[src/rtl/keypad_pkg.sv]
// Shared types for the keypad row-capture stage.
// Holds the scan state enum, key code type and the row priority encoder.
package keypad_pkg;

    typedef enum logic [1:0] {
        SCAN,
        DEBOUNCE,
        PRESSED,
        RELEASE
    } state_t;

    typedef logic [3:0] key_code_t;

    // Rows are active-low; the lowest-numbered low row wins.
    function automatic logic [1:0] row_encode(input logic [3:0] rows_n);
        logic [1:0] idx;
        idx = 2'd0;
        priority case (1'b1)
            !rows_n[0]: idx = 2'd0;
            !rows_n[1]: idx = 2'd1;
            !rows_n[2]: idx = 2'd2;
            !rows_n[3]: idx = 2'd3;
            default:    idx = 2'd0;
        endcase
        return idx;
    endfunction

endpackage

[src/rtl/keypad_key_capture_if.sv]
// Key output bundle: key_code with its single-cycle key_valid strobe.
// master = capture stage (drives), slave = display/decoder (consumes).
interface keypad_key_capture_if;
    import keypad_pkg::*;

    key_code_t key_code;
    logic      key_valid;

    modport master (
        output key_code,
        output key_valid
    );

    modport slave (
        input key_code,
        input key_valid
    );

endinterface

[src/rtl/keypad_key_capture_sync_2ff.sv]
// Double-flop synchronizer for the asynchronous keypad row lines.
// Ports: clk, reset (async, high), d (async in), q (synced out, resets to all ones).
module sync_2ff #(
    parameter int WIDTH = 4
) (
    input  logic             clk,
    input  logic             reset,
    input  logic [WIDTH-1:0] d,
    output logic [WIDTH-1:0] q
);

    logic [WIDTH-1:0] meta;

    // Reset to ones so released (high) rows are seen out of reset.
    always_ff @(posedge clk or posedge reset) begin
        if (reset) begin
            meta <= '1;
            q    <= '1;
        end else begin
            meta <= d;
            q    <= meta;
        end
    end

endmodule

[src/rtl/keypad_key_capture.sv]
// Row-side keypad scanner stage: paces the column counter, debounces, strobes key codes.
// Ports: clk, reset, col_idx (counter q), rows_n (async, active-low), inhibit, key (master).
module keypad_key_capture
    import keypad_pkg::*;
#(
    parameter int DEBOUNCE_CYCLES = 270000,
    parameter int SCAN_DIV        = 4
) (
    input  logic                        clk,
    input  logic                        reset,
    input  logic [1:0]                  col_idx,
    input  logic [3:0]                  rows_n,
    output logic                        inhibit,
    keypad_key_capture_if.master        key
);

    localparam int DW = $clog2(DEBOUNCE_CYCLES + 1);
    localparam int CW = $clog2(SCAN_DIV);

    localparam logic [DW-1:0] DEB_LAST = DW'(DEBOUNCE_CYCLES - 1);
    localparam logic [DW-1:0] DEB_ONE  = DW'(1);
    localparam logic [CW-1:0] DIV_LAST = CW'(SCAN_DIV - 1);
    localparam logic [CW-1:0] DIV_ONE  = CW'(1);

    logic [3:0]    rows_s;
    logic          row_act;
    logic [1:0]    row_idx;
    state_t        state;
    state_t        state_nxt;
    logic [CW-1:0] div_cnt;
    logic [DW-1:0] deb_cnt;
    logic [DW-1:0] deb_inc;
    logic [1:0]    row_l;
    logic [1:0]    col_l;
    key_code_t     key_code_q;
    logic          key_valid_q;
    logic          div_tick;
    logic          deb_done;
    logic          row_l_low;

    sync_2ff #(
        .WIDTH(4)
    ) u_sync (
        .clk  (clk),
        .reset(reset),
        .d    (rows_n),
        .q    (rows_s)
    );

    assign row_act   = |(~rows_s);
    assign row_idx   = row_encode(rows_s);
    assign div_tick  = (div_cnt == DIV_LAST);
    assign deb_done  = (deb_cnt == DEB_LAST);
    assign row_l_low = ~rows_s[row_l];
    // Saturate instead of wrapping so a stuck count can never alias.
    assign deb_inc   = (deb_cnt == '1) ? deb_cnt : deb_cnt + DEB_ONE;

    always_ff @(posedge clk or posedge reset) begin
        if (reset) begin
            state <= SCAN;
        end else begin
            state <= state_nxt;
        end
    end

    always_comb begin
        state_nxt = state;
        unique case (state)
            SCAN: begin
                // Rows only trusted on the last div cycle, once the column settled.
                if (div_tick && row_act) begin
                    state_nxt = DEBOUNCE;
                end
            end
            DEBOUNCE: begin
                if (!row_l_low) begin
                    state_nxt = SCAN;
                end else if (deb_done) begin
                    state_nxt = PRESSED;
                end
            end
            PRESSED: begin
                if (!row_act) begin
                    state_nxt = RELEASE;
                end
            end
            RELEASE: begin
                if (!row_act && deb_done) begin
                    state_nxt = SCAN;
                end
            end
            default: state_nxt = SCAN;
        endcase
    end

    always_comb begin
        inhibit = 1'b1;
        if (state == SCAN && div_tick && !row_act) begin
            inhibit = 1'b0;
        end
    end

    always_ff @(posedge clk or posedge reset) begin
        if (reset) begin
            div_cnt     <= '0;
            deb_cnt     <= '0;
            row_l       <= 2'd0;
            col_l       <= 2'd0;
            key_code_q  <= '0;
            key_valid_q <= 1'b0;
        end else begin
            key_valid_q <= 1'b0;
            unique case (state)
                SCAN: begin
                    if (div_tick && row_act) begin
                        row_l   <= row_idx;
                        col_l   <= col_idx;
                        deb_cnt <= '0;
                        div_cnt <= '0;
                    end else if (div_tick) begin
                        div_cnt <= '0;
                    end else begin
                        div_cnt <= div_cnt + DIV_ONE;
                    end
                end
                DEBOUNCE: begin
                    div_cnt <= '0;
                    if (row_l_low) begin
                        deb_cnt <= deb_inc;
                        if (deb_done) begin
                            key_code_q  <= {row_l, col_l};
                            key_valid_q <= 1'b1;
                        end
                    end
                end
                PRESSED: begin
                    div_cnt <= '0;
                    if (!row_act) begin
                        deb_cnt <= '0;
                    end
                end
                RELEASE: begin
                    div_cnt <= '0;
                    if (row_act) begin
                        deb_cnt <= '0;
                    end else begin
                        deb_cnt <= deb_inc;
                    end
                end
                default: begin
                    div_cnt <= '0;
                    deb_cnt <= '0;
                end
            endcase
        end
    end

    assign key.key_code  = key_code_q;
    assign key.key_valid = key_valid_q;

endmodule

[src/flat_wrapper.sv]
// flat-port wrapper written by rule: the top's interface ports become plain ports
module keypad_key_capture_flat import keypad_pkg::*;
#(
    parameter int DEBOUNCE_CYCLES = 270000,
    parameter int SCAN_DIV        = 4
)
  (clk, reset, col_idx, rows_n, inhibit, key_key_code, key_key_valid);
  keypad_key_capture_if key_i ();
  input  logic clk;
  input  logic reset;
  input  logic [1:0] col_idx;
  input  logic [3:0] rows_n;
  output logic inhibit;
  output wire logic [$bits(key_i.key_code)-1:0] key_key_code;
  output wire logic [$bits(key_i.key_valid)-1:0] key_key_valid;
  assign key_key_code = key_i.key_code;
  assign key_key_valid = key_i.key_valid;
  keypad_key_capture #(.DEBOUNCE_CYCLES(DEBOUNCE_CYCLES), .SCAN_DIV(SCAN_DIV)) u_core (.clk(clk), .reset(reset), .col_idx(col_idx), .rows_n(rows_n), .inhibit(inhibit), .key(key_i));
endmodule
[config.mk]
export PLATFORM = sky130hd
export DESIGN_NAME = keypad_key_capture_flat
export DESIGN_NICKNAME = d
export VERILOG_FILES = /design/src/rtl/keypad_pkg.sv /design/src/rtl/keypad_key_capture_if.sv /design/src/rtl/keypad_key_capture_sync_2ff.sv /design/src/rtl/keypad_key_capture.sv /design/src/flat_wrapper.sv
export SDC_FILE = /design/constraint.sdc
export NUM_CORES = 1
export LEC_CHECK = 0
export ABC_AREA = 1
export BUFFER_PORTS_ARGS = -buffer_cell sky130_fd_sc_hd__buf_2
export CORE_AREA = 2 2 99 101
export CTS_CLUSTER_DIAMETER = 60
export DETAILED_ROUTE_END_ITERATION = 7
export DIE_AREA = 0 0 101 103
export SLEW_MARGIN = 5
export SYNTH_ARGS = -nofsm -noshare
export SYNTH_HDL_FRONTEND = slang
export SYNTH_HIERARCHICAL = 1
export SYNTH_SLANG_ARGS = --single-unit
[constraint.sdc]
create_clock -name clk -period 4.6 [get_ports clk]
set_input_delay 0.23 -clock clk [delete_from_list [all_inputs] [get_ports clk]]
set_output_delay 0.23 -clock clk [all_outputs]
set_load 0.03 [all_outputs]
==> impl_results.md <==
- Maxcap violations: 0
- Status: completed
- CTS root buf: clkbuf_8
- Drt pass-1 iters: 4
- Sw frac: 0.384
- Clk_skew: between 0.004 and 0.005 ns
- Worst path cell trace: nand2_1 -> nor2_4 -> inv_2 -> nand3_2 -> nand2_2 -> nor2_8 -> inv_2 -> nor2_1 -> nand2_1 -> o21ai_1
- Syn. warnings: 6
- Die area: 0.0104 sq mm
- Routability cong.: 0.863
- P_leak: around 0.0013 uW
- CTS tree: built
- Layout cell share with drive strength beyond 1: 0.159
- Slew margin rel.: 0.618
- Final WS setup: 2.41 ns
- Post-CTS Resized: 0
- Worst path slowest cell: dfstp_2
- TNS Setup: 0 ns
- Die Y: 103 microns
- Final number of setup-violating endpoints: 0
- Gate Count Post-Synth: roughly 320
- Psw: 455 uW
- First-pass GRT wire length: 9.23 mm
- Post-synthesis net count: 329
- Routed WL: ~5.3 mm
- Rows: 36
- Crit path required time: 4.82 ns
- Met3 WL: between 200 and 250 microns
- CTS Buf Count: 5
- Sequential share of the synthesized area: 0.423
- Via/cell ratio: about 4.6
- Crit path buf inv count: 2
- Post-Route M1 WL: around 2.5 mm
- Power Density: 443 mW/mm^2
- Synth cell types: 31
- Clock Pin Slew Worst Setup and Hold Paths: 0.08 ns
- Internal power: 731 uW
- Final Max Slew Viols: 0
- Clk_lat worst skew: between 0.2 and 0.3 ns
- Period utilisation layout: 0.476
- Multi-input gate area: between 0.001 and 0.0015 sq mm
- Final HPWL DP: 3.80 mm
- Width of the die: 101 microns
- Met2 routed WL: 2.50 mm
- Initial Util: 0.252
- Final hold vios: 0
- CP Max Fanout: 24
- CTS Sinks: 40
- Pre-CTS setup slack: 2.45 ns
- Layout area overhead: 12.1%
- Seq cells post-synth: 40
- Largest net degree at the start of global routing: 33
- DR WL/cell: 11.8 microns
- Post-Syn Area: approximately 0.0024 sq mm
- Largest stage delay, worst path: 0.55 ns
- Min Tclk post-route: between 2 and 2.5 ns
- Routed vias: 2,034
- GR Util All Layers: 0.110
- Antenna Nets Post-Route: 0
- I/O Buffers: 13
- Number of antenna diodes: 0
- Initial antenna violation count: 0
- Logic pwr share: 0.316
- Vias in the first global route: 1,996
- DRT iter0 DRCs: 150
- Unrepaired setup endpoints after global routing: no
- Post-CTS Hold Buffers: 0
- Max clock buf depth: 2
- Flop pwr share: 0.395
- H-tree depth: 2
- Clock power frac: 0.289
- Worst slew pin tran: 0.573 ns
- # IOs: 14
- Fillers: 1,025
- Crit path capture type: flip-flop
- Worst Hold Class: input port to asynchronous set/reset pin
- Startpoint types: flip-flop
- Grt ovf: 0
- Fin nets: 342
- Setup Fix Bufs, Post-CTS: 0
- Register Area: 0.00101 sq mm
- Fmax: 457 MHz
- Total core area: 0.00946 sq mm
- Syn avg cell area: 7.48 sq um
- Top delay family on crit path: simple AND/OR/NAND/NOR gates
- Uppermost layer routed: met3
- Residual DRC count: 0
- CP arrival: 2.41 ns
- Critical path type: flip-flop to flip-flop
- Max VDD drop: 225 uV
==> Yosys cell counts, drive strengths merged <==
cell type / n / area, sq um
o21ai: 8 / 40.0
a21oi: 4 / 20.0
xor2: 4 / 35.0
dfstp: 8 / 210
inv: 40 / 150
clkbuf: 1 / 3.75
nand3: 24 / 143
nand2: 121 / 467
ha: 2 / 25.0
clkinv: 2 / 7.51
buf: 7 / 55.1
nand4: 9 / 71.3
a22oi: 1 / 7.51
xnor2: 2 / 17.5
o2111ai: 12 / 105
nor2b: 1 / 6.26
nor3: 3 / 15.0
nand3b: 1 / 7.51
nor2: 37 / 200
dfrtp: 32 / 801
==> power groups by stage <==
stage	logic, uW	registers, uW	clock network (uW)
finish	375	468	343
global route	439	476	361
CTS	379	466	349
detailed placement	376	473	0
global placement	370	470	0
floorplan	362	443	0
==> tightest hold or removal path, stage by stage <==
cell   delay (ns)
buf_2        0.10
inv_1        0.04
buf_4        0.37
==> final cells by class <==
cell class                      instances  area share
Multi-Input combinational cell        229       0.433
Sequential cell                        40       0.378
Inverter                               42      0.0589
Tap cell                              114      0.0533
Clock buffer                            6      0.0271
Timing Repair Buffer                   14      0.0271
Clock inverter                          2      0.0224
==> logic make-up after synthesis <==
| kind of cell | after synthesis | synth area share |
|---|---|---|
| adder cells (fa/ha/maj) | 2 | 0.0105 |
| XOR/XNOR | 6 | 0.0220 |
| AND/OR/NAND/NOR | 196 | 0.381 |
| flip-flops | 40 | 0.423 |
| buffers and inverters | 50 | 0.0907 |
| AO/OA/AOI/OAI | 25 | 0.0723 |
==> path summary, 6_finish.rpt <==
| path | from | to | slack [ns] | cells after the start |
|---|---|---|---|---|
| worst max-delay path | u_core/u_sync/q[1] | u_core/deb_cnt[17] | 2.41 | 10 |
| worst min-delay path | reset | u_core/row_l[1] | 0.03 | 3 |
| worst max register to register | u_core/u_sync/q[1] | u_core/deb_cnt[17] | 2.41 | 10 |
| worst min register to register | u_core/u_sync/meta[0] | u_core/u_sync/q[0] | 0.36 | 0 |
| max in group asynchronous | reset | u_core/deb_cnt[15] | 4.26 | 3 |
| min in group clk | rows_n[1] | u_core/u_sync/meta[1] | 0.03 | 1 |
==> cell usage in the layout, fill, tap and decap left out, types with 3 or more instances in the layout <==
| cell type | n |
|---|---|
| a21oi_1 | 4 |
| buf_2 | 13 |
| clkbuf_8 | 5 |
| dfrtp_1 | 32 |
| dfstp_2 | 8 |
| inv_1 | 34 |
| inv_2 | 6 |
| nand2_1 | 116 |
| nand2_2 | 5 |
| nand3_1 | 21 |
| nand4_1 | 8 |
| nor2_1 | 28 |
| nor2_2 | 3 |
| nor2_4 | 5 |
| nor3_1 | 3 |
| o2111ai_1 | 12 |
| o21ai_1 | 6 |
| xor2_1 | 4 |
==> flip-flops by register name, summed over array words and instances, names as in the netlist, named ones only <==
register	count
u_core/col_l	2
u_core/deb_cnt	19
u_core/div_cnt	2
u_core/key.key_code	4
u_core/key.key_valid	1
u_core/row_l	2
u_core/state	1
u_core/u_sync/meta	4
u_core/u_sync/q	4
==> per-layer routing <==
layer | up-vias | global-route usage
li1 | 1043 | -
met1 | 947 | 0.153
met2 | 44 | 0.180
met3 | 0 | 0.0217
met4 | 0 | 0.0187
met5 | - | 0
==> through the flow <==
step | power, uW | utilization | instances | hold WS, ns | cell area [sq um]
floorplan | 805 | - | 319 | 0.234 | 2390
global placement | 840 | 0.269 | 439 | 0.335 | 2540
detailed placement | 849 | 0.269 | 439 | 0.338 | 2540
CTS | 1190 | 0.283 | 447 | 0.0229 | 2680
global route | 1280 | 0.283 | 447 | 0.0136 | 2680
finish | 1190 | 0.283 | 447 | 0.0297 | 2680
No activity file was read; power rests on OpenSTA's default activity.
